==> src/rtl/puf_crp_pkg.sv <==
// Shared types, widths and helpers for the PUF challenge/response host.
package puf_crp_pkg;

    localparam int unsigned UART_DATA_BITS = 8;
    localparam int unsigned CRP_WIDTH      = 16;

    typedef enum logic [2:0] {
        ST_IDLE  = 3'd0,
        ST_TX_HI = 3'd1,
        ST_TX_LO = 3'd2,
        ST_RX_HI = 3'd3,
        ST_RX_LO = 3'd4,
        ST_EMIT  = 3'd5,
        ST_DONE  = 3'd6
    } state_e;

    // Binary to reflected Gray code.
    function automatic logic [CRP_WIDTH-1:0] b2g(input logic [CRP_WIDTH-1:0] b);
        return b ^ (b >> 1);
    endfunction

endpackage

==> src/rtl/uart_rx_byte.sv <==
// 8N1 UART byte receiver: 2-flop synchronizer, mid-bit start re-check,
// centre sampling and stop-bit framing check. valid/frame_err are single-cycle
// strobes raised on the stop-bit centre sample; data holds the last byte.
module uart_rx_byte
    import puf_crp_pkg::*;
#(
    parameter int unsigned CLKS_PER_BIT = 868
) (
    input  logic                      clk,
    input  logic                      rst_n,
    input  logic                      rx,
    output logic [UART_DATA_BITS-1:0] data,
    output logic                      valid,
    output logic                      frame_err
);

    localparam int unsigned CNT_W = $clog2(CLKS_PER_BIT);
    localparam int unsigned BIT_W = $clog2(UART_DATA_BITS);

    localparam logic [1:0] R_IDLE  = 2'd0;
    localparam logic [1:0] R_START = 2'd1;
    localparam logic [1:0] R_DATA  = 2'd2;
    localparam logic [1:0] R_STOP  = 2'd3;

    logic                      rx_meta_q, rx_sync_q, rx_prev_q;
    logic [1:0]                st_q, st_d;
    logic [CNT_W-1:0]          cnt_q, cnt_d;
    logic [BIT_W-1:0]          bit_q, bit_d;
    logic [UART_DATA_BITS-1:0] shift_q, shift_d;

    // Synchronizer, edge history and receiver state registers.
    always_ff @(posedge clk or negedge rst_n) begin
        if (!rst_n) begin
            rx_meta_q <= 1'b1;
            rx_sync_q <= 1'b1;
            rx_prev_q <= 1'b1;
            st_q      <= R_IDLE;
            cnt_q     <= '0;
            bit_q     <= '0;
            shift_q   <= '0;
        end else begin
            rx_meta_q <= rx;
            rx_sync_q <= rx_meta_q;
            rx_prev_q <= rx_sync_q;
            st_q      <= st_d;
            cnt_q     <= cnt_d;
            bit_q     <= bit_d;
            shift_q   <= shift_d;
        end
    end

    // Frame sequencing: edge detect, start re-check, data shift, stop check.
    always_comb begin
        st_d      = st_q;
        cnt_d     = cnt_q + CNT_W'(1);
        bit_d     = bit_q;
        shift_d   = shift_q;
        valid     = 1'b0;
        frame_err = 1'b0;
        case (st_q)
            R_IDLE: begin
                cnt_d = '0;
                bit_d = '0;
                if (rx_prev_q && !rx_sync_q) begin
                    st_d = R_START;
                end
            end
            R_START: begin
                if (cnt_q == CNT_W'(CLKS_PER_BIT / 2 - 1)) begin
                    cnt_d = '0;
                    st_d  = rx_sync_q ? R_IDLE : R_DATA;
                end
            end
            R_DATA: begin
                if (cnt_q == CNT_W'(CLKS_PER_BIT - 1)) begin
                    cnt_d   = '0;
                    shift_d = {rx_sync_q, shift_q[UART_DATA_BITS-1:1]};
                    if (bit_q == BIT_W'(UART_DATA_BITS - 1)) begin
                        st_d = R_STOP;
                    end else begin
                        bit_d = bit_q + BIT_W'(1);
                    end
                end
            end
            R_STOP: begin
                if (cnt_q == CNT_W'(CLKS_PER_BIT - 1)) begin
                    cnt_d     = '0;
                    valid     = rx_sync_q;
                    frame_err = !rx_sync_q;
                    st_d      = R_IDLE;
                end
            end
            default: st_d = R_IDLE;
        endcase
    end

    assign data = shift_q;

endmodule

==> src/rtl/puf_crp_host.sv <==
// Host-side PUF challenge/response collector over a 16-bit UART link.
// Sends each challenge as two 8N1 bytes (high first), collects the two-byte
// response, and emits the pair; response timeouts retry up to MAX_RETRY times.
// Optional macro PUF_CRP_GRAY_EN: crp_challenge reports the Gray code of the
// transmitted challenge instead of the binary value.
module puf_crp_host
    import puf_crp_pkg::*;
#(
    parameter int unsigned    CLKS_PER_BIT = 868,
    parameter logic [15:0]    CHAL_START   = 16'h0000,
    parameter int unsigned    CHAL_COUNT   = 16,
    parameter int unsigned    TIMEOUT_CYC  = 2_000_000,
    parameter int unsigned    MAX_RETRY    = 3
) (
    input  logic                 clk,
    input  logic                 rst_n,
    input  logic                 start,
    input  logic                 uart_rx,
    output logic                 uart_tx,
    output logic                 busy,
    output logic                 done,
    output logic                 abort,
    output logic                 crp_valid,
    output logic [CRP_WIDTH-1:0] crp_challenge,
    output logic [CRP_WIDTH-1:0] crp_response,
    output logic [CRP_WIDTH-1:0] crp_index
);

    localparam int unsigned BIT_CNT_W  = $clog2(CLKS_PER_BIT);
    localparam int unsigned FRAME_BITS = UART_DATA_BITS + 2;
    localparam int unsigned FRAME_W    = $clog2(FRAME_BITS);
    localparam int unsigned TMO_W      = $clog2(TIMEOUT_CYC + 1);
    localparam int unsigned RETRY_W    = $clog2(MAX_RETRY + 2);

    state_e                    state_q, state_d;
    logic [CRP_WIDTH-1:0]      chal_q, chal_d;
    logic [CRP_WIDTH-1:0]      idx_q, idx_d;
    logic [RETRY_W-1:0]        retry_q, retry_d;
    logic [TMO_W-1:0]          tmo_q, tmo_d;
    logic [UART_DATA_BITS-1:0] resp_hi_q, resp_hi_d;
    logic [BIT_CNT_W-1:0]      tx_cnt_q, tx_cnt_d;
    logic [FRAME_W-1:0]        tx_bit_q, tx_bit_d;
    logic                      uart_tx_q, uart_tx_d;
    logic                      busy_q, busy_d;
    logic                      done_q, done_d;
    logic                      abort_q, abort_d;
    logic                      crp_valid_q, crp_valid_d;
    logic [CRP_WIDTH-1:0]      crp_chal_q, crp_chal_d;
    logic [CRP_WIDTH-1:0]      crp_resp_q, crp_resp_d;
    logic [CRP_WIDTH-1:0]      crp_idx_q, crp_idx_d;

    logic [UART_DATA_BITS-1:0] rx_data;
    logic                      rx_valid;
    logic                      rx_frame_err;
    logic                      rx_ok;
    logic [UART_DATA_BITS-1:0] tx_byte;
    logic [FRAME_BITS-1:0]     tx_frame;
    logic [CRP_WIDTH-1:0]      chal_report;

    uart_rx_byte #(
        .CLKS_PER_BIT (CLKS_PER_BIT)
    ) u_rx (
        .clk       (clk),
        .rst_n     (rst_n),
        .rx        (uart_rx),
        .data      (rx_data),
        .valid     (rx_valid),
        .frame_err (rx_frame_err)
    );

    // A byte is only accepted when its stop bit was good.
    assign rx_ok = rx_valid & ~rx_frame_err;

`ifdef PUF_CRP_GRAY_EN
    assign chal_report = b2g(chal_q);
`else
    assign chal_report = chal_q;
`endif

    // State and output registers; reset drives the line idle high at once.
    always_ff @(posedge clk or negedge rst_n) begin
        if (!rst_n) begin
            state_q     <= ST_IDLE;
            chal_q      <= '0;
            idx_q       <= '0;
            retry_q     <= '0;
            tmo_q       <= '0;
            resp_hi_q   <= '0;
            tx_cnt_q    <= '0;
            tx_bit_q    <= '0;
            uart_tx_q   <= 1'b1;
            busy_q      <= 1'b0;
            done_q      <= 1'b0;
            abort_q     <= 1'b0;
            crp_valid_q <= 1'b0;
            crp_chal_q  <= '0;
            crp_resp_q  <= '0;
            crp_idx_q   <= '0;
        end else begin
            state_q     <= state_d;
            chal_q      <= chal_d;
            idx_q       <= idx_d;
            retry_q     <= retry_d;
            tmo_q       <= tmo_d;
            resp_hi_q   <= resp_hi_d;
            tx_cnt_q    <= tx_cnt_d;
            tx_bit_q    <= tx_bit_d;
            uart_tx_q   <= uart_tx_d;
            busy_q      <= busy_d;
            done_q      <= done_d;
            abort_q     <= abort_d;
            crp_valid_q <= crp_valid_d;
            crp_chal_q  <= crp_chal_d;
            crp_resp_q  <= crp_resp_d;
            crp_idx_q   <= crp_idx_d;
        end
    end

    // Run sequencing, inline transmit serializer and response timeout.
    always_comb begin
        state_d     = state_q;
        chal_d      = chal_q;
        idx_d       = idx_q;
        retry_d     = retry_q;
        tmo_d       = tmo_q;
        resp_hi_d   = resp_hi_q;
        tx_cnt_d    = '0;
        tx_bit_d    = '0;
        uart_tx_d   = 1'b1;
        busy_d      = busy_q;
        done_d      = 1'b0;
        abort_d     = 1'b0;
        crp_valid_d = 1'b0;
        crp_chal_d  = crp_chal_q;
        crp_resp_d  = crp_resp_q;
        crp_idx_d   = crp_idx_q;
        tx_byte     = chal_q[15:8];
        tx_frame    = '1;
        case (state_q)
            ST_IDLE: begin
                if (start) begin
                    chal_d  = CHAL_START;
                    idx_d   = '0;
                    retry_d = '0;
                    busy_d  = 1'b1;
                    state_d = ST_TX_HI;
                end
            end
            ST_TX_HI, ST_TX_LO: begin
                tx_byte   = (state_q == ST_TX_HI) ? chal_q[15:8] : chal_q[7:0];
                tx_frame  = {1'b1, tx_byte, 1'b0};
                uart_tx_d = tx_frame[tx_bit_q];
                tx_cnt_d  = tx_cnt_q + BIT_CNT_W'(1);
                tx_bit_d  = tx_bit_q;
                if (tx_cnt_q == BIT_CNT_W'(CLKS_PER_BIT - 1)) begin
                    tx_cnt_d = '0;
                    if (tx_bit_q == FRAME_W'(FRAME_BITS - 1)) begin
                        tx_bit_d = '0;
                        if (state_q == ST_TX_HI) begin
                            state_d = ST_TX_LO;
                        end else begin
                            tmo_d   = '0;
                            state_d = ST_RX_HI;
                        end
                    end else begin
                        tx_bit_d = tx_bit_q + FRAME_W'(1);
                    end
                end
            end
            ST_RX_HI, ST_RX_LO: begin
                tmo_d = tmo_q + TMO_W'(1);
                if (rx_ok) begin
                    if (state_q == ST_RX_HI) begin
                        resp_hi_d = rx_data;
                        state_d   = ST_RX_LO;
                    end else begin
                        crp_valid_d = 1'b1;
                        crp_chal_d  = chal_report;
                        crp_resp_d  = {resp_hi_q, rx_data};
                        crp_idx_d   = idx_q;
                        state_d     = ST_EMIT;
                    end
                end else if (tmo_q == TMO_W'(TIMEOUT_CYC - 1)) begin
                    if (retry_q < RETRY_W'(MAX_RETRY)) begin
                        retry_d = retry_q + RETRY_W'(1);
                        state_d = ST_TX_HI;
                    end else begin
                        done_d  = 1'b1;
                        abort_d = 1'b1;
                        busy_d  = 1'b0;
                        state_d = ST_DONE;
                    end
                end
            end
            ST_EMIT: begin
                idx_d   = idx_q + CRP_WIDTH'(1);
                retry_d = '0;
                chal_d  = chal_q + CRP_WIDTH'(1);
                if (({1'b0, idx_q} + 17'd1) == 17'(CHAL_COUNT)) begin
                    done_d  = 1'b1;
                    busy_d  = 1'b0;
                    state_d = ST_DONE;
                end else begin
                    state_d = ST_TX_HI;
                end
            end
            ST_DONE: begin
                state_d = ST_IDLE;
            end
            default: state_d = ST_IDLE;
        endcase
    end

    assign uart_tx       = uart_tx_q;
    assign busy          = busy_q;
    assign done          = done_q;
    assign abort         = abort_q;
    assign crp_valid     = crp_valid_q;
    assign crp_challenge = crp_chal_q;
    assign crp_response  = crp_resp_q;
    assign crp_index     = crp_idx_q;

endmodule

==> config.mk <==
export PLATFORM = sky130hd
export DESIGN_NAME = puf_crp_host
export DESIGN_NICKNAME = d
export VERILOG_FILES = /design/src/rtl/puf_crp_pkg.sv /design/src/rtl/uart_rx_byte.sv /design/src/rtl/puf_crp_host.sv
export SDC_FILE = /design/constraint.sdc
export NUM_CORES = 1
export LEC_CHECK = 0
export ABC_AREA = 1
export CAP_MARGIN = 0
export CELL_PAD_IN_SITES_DETAIL_PLACEMENT = 0
export CELL_PAD_IN_SITES_GLOBAL_PLACEMENT = 1
export CORE_UTILIZATION = 40
export CTS_CLUSTER_SIZE = 30
export DETAILED_ROUTE_END_ITERATION = 12
export PLACE_DENSITY = 0.85
export SLEW_MARGIN = 20
export SYNTH_ARGS = -nofsm -noshare
export SYNTH_HDL_FRONTEND = slang
export SYNTH_SLANG_ARGS = --single-unit
==> constraint.sdc <==
create_clock -name clk -period 1.7 [get_ports clk]
set_input_delay 0.17 -clock clk [delete_from_list [all_inputs] [get_ports clk]]
set_output_delay 0.17 -clock clk [all_outputs]
set_load 0.05 [all_outputs]
After elaboration in Yosys (flattened, before gate mapping):

Cells that the tools add are included.

* equal/unequal tests: 31
* muxes and demuxes: 63
* $add $sub $neg: 9
* bitwise gates (word level): 3
* reduce and logical (&&, ||, !) cells: 21
* order comparisons: 2

Operators with widths (number)
* $pmux 16 s2: 2
* $mux 21: 3
* $pmux 21 s2: 1
* $mux 10: 4
* $mux 3: 13
* $add 16x1->16 const B: 2
* $pmux 10 s3: 1
* $add 21x1->21 const B: 1
* $eq 21x21->1 const B: 1
* $mux 1: 21
* $add 10x1->10 const B: 2
* $eq 10x10->1 const B: 2
* $ne 2x2->1 const B: 10
* $add 16x1->17 const B: 1
* $eq 17x5->1 const B: 1
* $mux 16: 1
* $mux 2: 6
* $mux 4: 3
* $pmux 3 s4: 1
* $eq 10x9->1 const B: 1
* $ne 2x1->1 const B: 5
* $reduce_and 5->1: 2
* $eq 3x3->1 const B: 3
* $pmux 3 s3: 1
* other kinds (29): 41

* register bits: 160
* input bits: 4

Logic depth before layout (Yosys ltp):

* word-level depth: 7
* mapped depth: 14

Cells and area by module:

A second synthesis with hierarchy kept.

* cells, all modules: 969
* area total of the unflattened synthesis: 7991.4 µm²

Modules (own cells, without submodules)
* puf_crp_host: sequential area each 3354.5 µm², area an instance 6658.9 µm², cells an instance 815, times used 1
* uart_rx_byte: sequential area each 654.4 µm², area an instance 1332.5 µm², cells an instance 154, times used 1

Least setup slack after synthesis:

OpenSTA, ideal clock, no wires.

* path type: flip-flop to flip-flop
* from: register u_rx.cnt_q[0]
* to: register crp_chal_q[3] (netlist: crp_challenge[3])
* data arrival time: 1.566 ns
* stages on the path, launching flop included: 13
* slack: 0.003 ns
* buffers on the path: 2
* library setup time: 0.130 ns
* required time: 1.570 ns
* period minus slack after synthesis: 1.697 ns
* path through: dfrtp_1 ha_1 inv_1 nor3_2 nand3_1 nor2_4 nand2_2 inv_2 nand2_4 buf_6 buf_6 nand2_1 o21ai_1

* longest elaborated chain between the ends: 6

Ends and longest elaborated chain
* start: declaration: RTL line uart_rx_byte.sv:27 `logic [CNT_W-1:0] cnt_q, cnt_d;`
* start signal: assignment: RTL line uart_rx_byte.sv:46 `cnt_q <= cnt_d;`
* $eq 10x10->1 (*): RTL line uart_rx_byte.sv:86 `if (cnt_q == CNT_W'(CLKS_PER_BIT - 1)) begin`
* $mux 1: RTL line uart_rx_byte.sv:86
* $mux 1: RTL line uart_rx_byte.sv:60 `case (st_q)`
* $not 1->1: RTL line puf_crp_host.sv:72 `assign rx_ok = rx_valid & ~rx_frame_err;`
* $and 1x1->1 (*): RTL line puf_crp_host.sv:72
* $reduce_and 3->1 (no line) (*)
* end signal: assignment: RTL line puf_crp_host.sv:113 `crp_chal_q <= crp_chal_d;`
* end: declaration: RTL line puf_crp_host.sv:48 `logic [CRP_WIDTH-1:0] crp_chal_q, crp_chal_d;`

Mark *: on every way between the ends. The rest lies on a longest branch, timed or not.
A chain may end at the register's enable or synchronous reset.

Worst setup path in the final report:

* from: register u_rx.cnt_q[8]
* to: register crp_chal_q[15] (netlist: crp_challenge[15])

The elaborated chain is that of the path after synthesis.

==> reports/results.ini <==
[logic_synthesis]
synth_warnings = 0
synth_top_cell_by_area = dfrtp_1
synth_cells = 946
syn_area_um2 = 7755
synth_cell_types = 42
ys_seq_area_share_pct = 51.69
synth.area.top_cells = dfrtp_1 (50%), nand2_1 (13%), inv_1 (4.9%), o21ai_0 (4.6%), nand3_1 (3.3%)
ys_seq_elements = 160
synth_top_area_share_pct = 50.34
synth_area_per_cell_um2 = 8.198
syn-num-nets = 961

[power_and_ir_drop]
vdd_drop_max_mv = 0.7840
power_density_nw_per_um2 = 1002
leakage_nw = 5.020

[critical_path]
cp.arrival_ns = 2.06
cp-end-kind = flop
path_max_fanout = 7
crit_required_ns = 2.02
crit-reg2reg-launch = u_rx.cnt_q[8]
critPathKind = flop to flop
start_kind = flop
cp-startpoint = u_rx.cnt_q[8]

[layout]
areaGrowthSynthToFinish_pct = 41.14
final_cells = 1392
layout_common_cells = nand2_1 (190), dfrtp_1 (152), buf_4 (112)
design_area_um2 = 10950
drive_above_1_share_pct = 30.65
fill_cells = 1653
nets = 1134
antenna_cells = 0
layout_commonest_cell = nand2_1

[placement]
port_buffers = 56
post_dp_cell_area_um2 = 9306
dpl.cell_count = 1336
gp_routability_congestion = 0.8538
dpl.hpwl_mm = 13.18

[job]
drv_cap = 0

[floorplan]
die_x_um = 141.2
dieArea_um2 = 19950
ios = 57
rows = 50
core_um2 = 18830
die_y_um = 141.2
start_util_pct = 41.18

[routing]
wl_mm = 20.28
drt_iter0_markers = 385
via_count = 6943
route.detailed.drc = 0
ant_nets = 0
wl_per_cell_um = 14.57
firstDrtPassIters = 5
avgViaCountPerCell = 4.988

[clock_network]
clk_latency_ns = 0.43
clockBufferDepth = 2
clkTransAtPathRegs_ns = 0.07
cts-htree-levels = 4
numCtsBuffers = 17
cts_tree = yes
cts-root-buf = clkbuf_16
numClockSinks = 160

[global_route]
grt_pass1_vias = 6590
grt_pass1_wl_mm = 31.98
grt_max_degree = 43
grt_usage_pct = 20.23
gr-total-overflow = 0
antenna_found_initial = 0

[timing]
finalCritPeriodShare_pct = 102.6
setup_viol = 24
tns_ns = -0.4100
finalWorstSetupSlack_ns = -0.04362
slew_violations = 0
hold_violations = 0
tightest_slew_ns = 0.5226
relSlewSlack_pct = 65.30
skew_ns = 0.01000
grt_setup_unrepaired = true
fmax_mhz = 573.5
layout_min_cycle_time_ns = 1.744

[min_path]
hold_path.class = input port to flop
worstHoldStart = uart_rx

[status]
status = finished with violations
violations = setup timing

==> Yosys cell counts <==
master    number
a31oi_1        1
o31ai_1        3
inv_1        101
clkbuf_1       8
dfstp_2        4
nor2_2         7
inv_2          7
nand3_2        2
buf_6          3
nand2_4        1
a21oi_2        1
buf_1          2
xor2_1        14
o21ai_2        1
mux2_2         1
nand2_2        2
nand2_1      259
dfrtp_1      156
clkinv_2       1
clkinv_1       2
nor3_2         4
o21ai_1       46
a21oi_1       34
nand4_1       17
a31oi_4        1
o32ai_1        2
xnor2_1        6
nor4_2         4
nor4_1         7
nor3_1        19
nand3b_1       1
nand3_1       51
and3_1         1
buf_2          8
nor2_1        68
nor2_4         2
or2_2          1
o21ai_0       72
a21o_1         2
ha_1          11
buf_4          2
o22ai_1       11
==> routing by layer <==
layer	share of wire, %	global-route usage [%]	up-vias	wire [um]
met5	0	0	-	0
met4	1.7	6.121	0	354
met3	2.9	3.940	30	582
met2	47	31.94	101	9615
met1	48	28.11	3353	9730
li1	-	-	3459	-
==> metrics by stage <==
step	util (%)	setup WS [ns]	total power, mW	hold WS [ns]
2_1_floorplan	-	0.003108	5.588	-0.1256
3_3_place_gp	49.42	-0.08539	6.618	0.1239
3_5_place_dp	49.42	-0.1276	6.648	0.1301
4_1_cts	54.25	-0.08776	10.83	0.1334
5_1_grt	58.13	-0.1426	11.50	0.1252
6_report	58.13	-0.04362	10.97	0.1507
==> registers in the layout, indices dropped and copies added (netlist names), 3 cells and up, named ones only <==
register / cells
crp_response: 16
crp_challenge: 16
u_rx.data: 8
tmo_q: 21
idx_q: 16
tx_cnt_q: 10
tx_bit_q: 4
state_q: 3
resp_hi_q: 8
crp_index: 16
u_rx.bit_q: 3
retry_q: 3
u_rx.cnt_q: 10
chal_q: 16
==> what timing repair did <==
item / CTS / global route
endpoints found under the hold margin: 39 / 0
endpoints found under the setup margin: 108 / 122
gates cloned: 2 / 10
pin swaps: 18 / 31
setup buffers: 6 / 6
gates resized for setup: 97 / 153
hold buffers: 1 / 0
==> power by group <==
part	switching (mW)	internal, mW	total [mW]
Clock	1.81	2.27	4.07
Combinational	1.61	1.09	2.70
Sequential	0.174	4.03	4.20
==> final cells by class <==
class / count / area [um2] / share of cell area (%)
Timing Repair inverter: 1 / 11.26 / 0.1029
Inverter: 111 / 444.2 / 4.058
Sequential cell: 160 / 4014 / 36.67
Tap cell: 260 / 325.3 / 2.972
Clock inverter: 15 / 210.2 / 1.920
Timing Repair Buffer: 174 / 1629 / 14.88
Clock buffer: 17 / 425.4 / 3.887
Multi-Input combinational cell: 654 / 3886 / 35.51
==> cells by family after synthesis <==
| family | share of synthesized area (%) |
|---|---|
| AO/OA/AOI/OAI | 11.99 |
| XOR/XNOR | 2.259 |
| adder cells (fa/ha/maj) | 1.775 |
| buffers and inverters | 7.018 |
| flip-flops | 51.69 |
| multiplexers | 0.1452 |
| AND/OR/NAND/NOR | 25.12 |
==> final timing paths <==
check / to / slack [ns] / cells after the start
max: crp_challenge[15] / -0.04 / 10
min: u_rx.rx_meta_q / 0.15 / 1
max reg2reg: crp_challenge[15] / -0.04 / 10
min reg2reg: u_rx.rx_sync_q / 0.37 / 0
max in group asynchronous: uart_tx / 0.83 / 3
min in group asynchronous: u_rx.data[5] / 0.22 / 2
==> critical path, cell delays in order (launching register included) <==
cell	delay (ns)
dfrtp_1	0.40
inv_1	0.12
nor3_2	0.18
nand3_1	0.12
nor2_4	0.16
nand2_4	0.12
clkinv_8	0.11
nand2_8	0.11
clkbuf_16	0.21
nand2_2	0.06
o21ai_1	0.05
No activity file was read; power rests on OpenSTA's default activity.
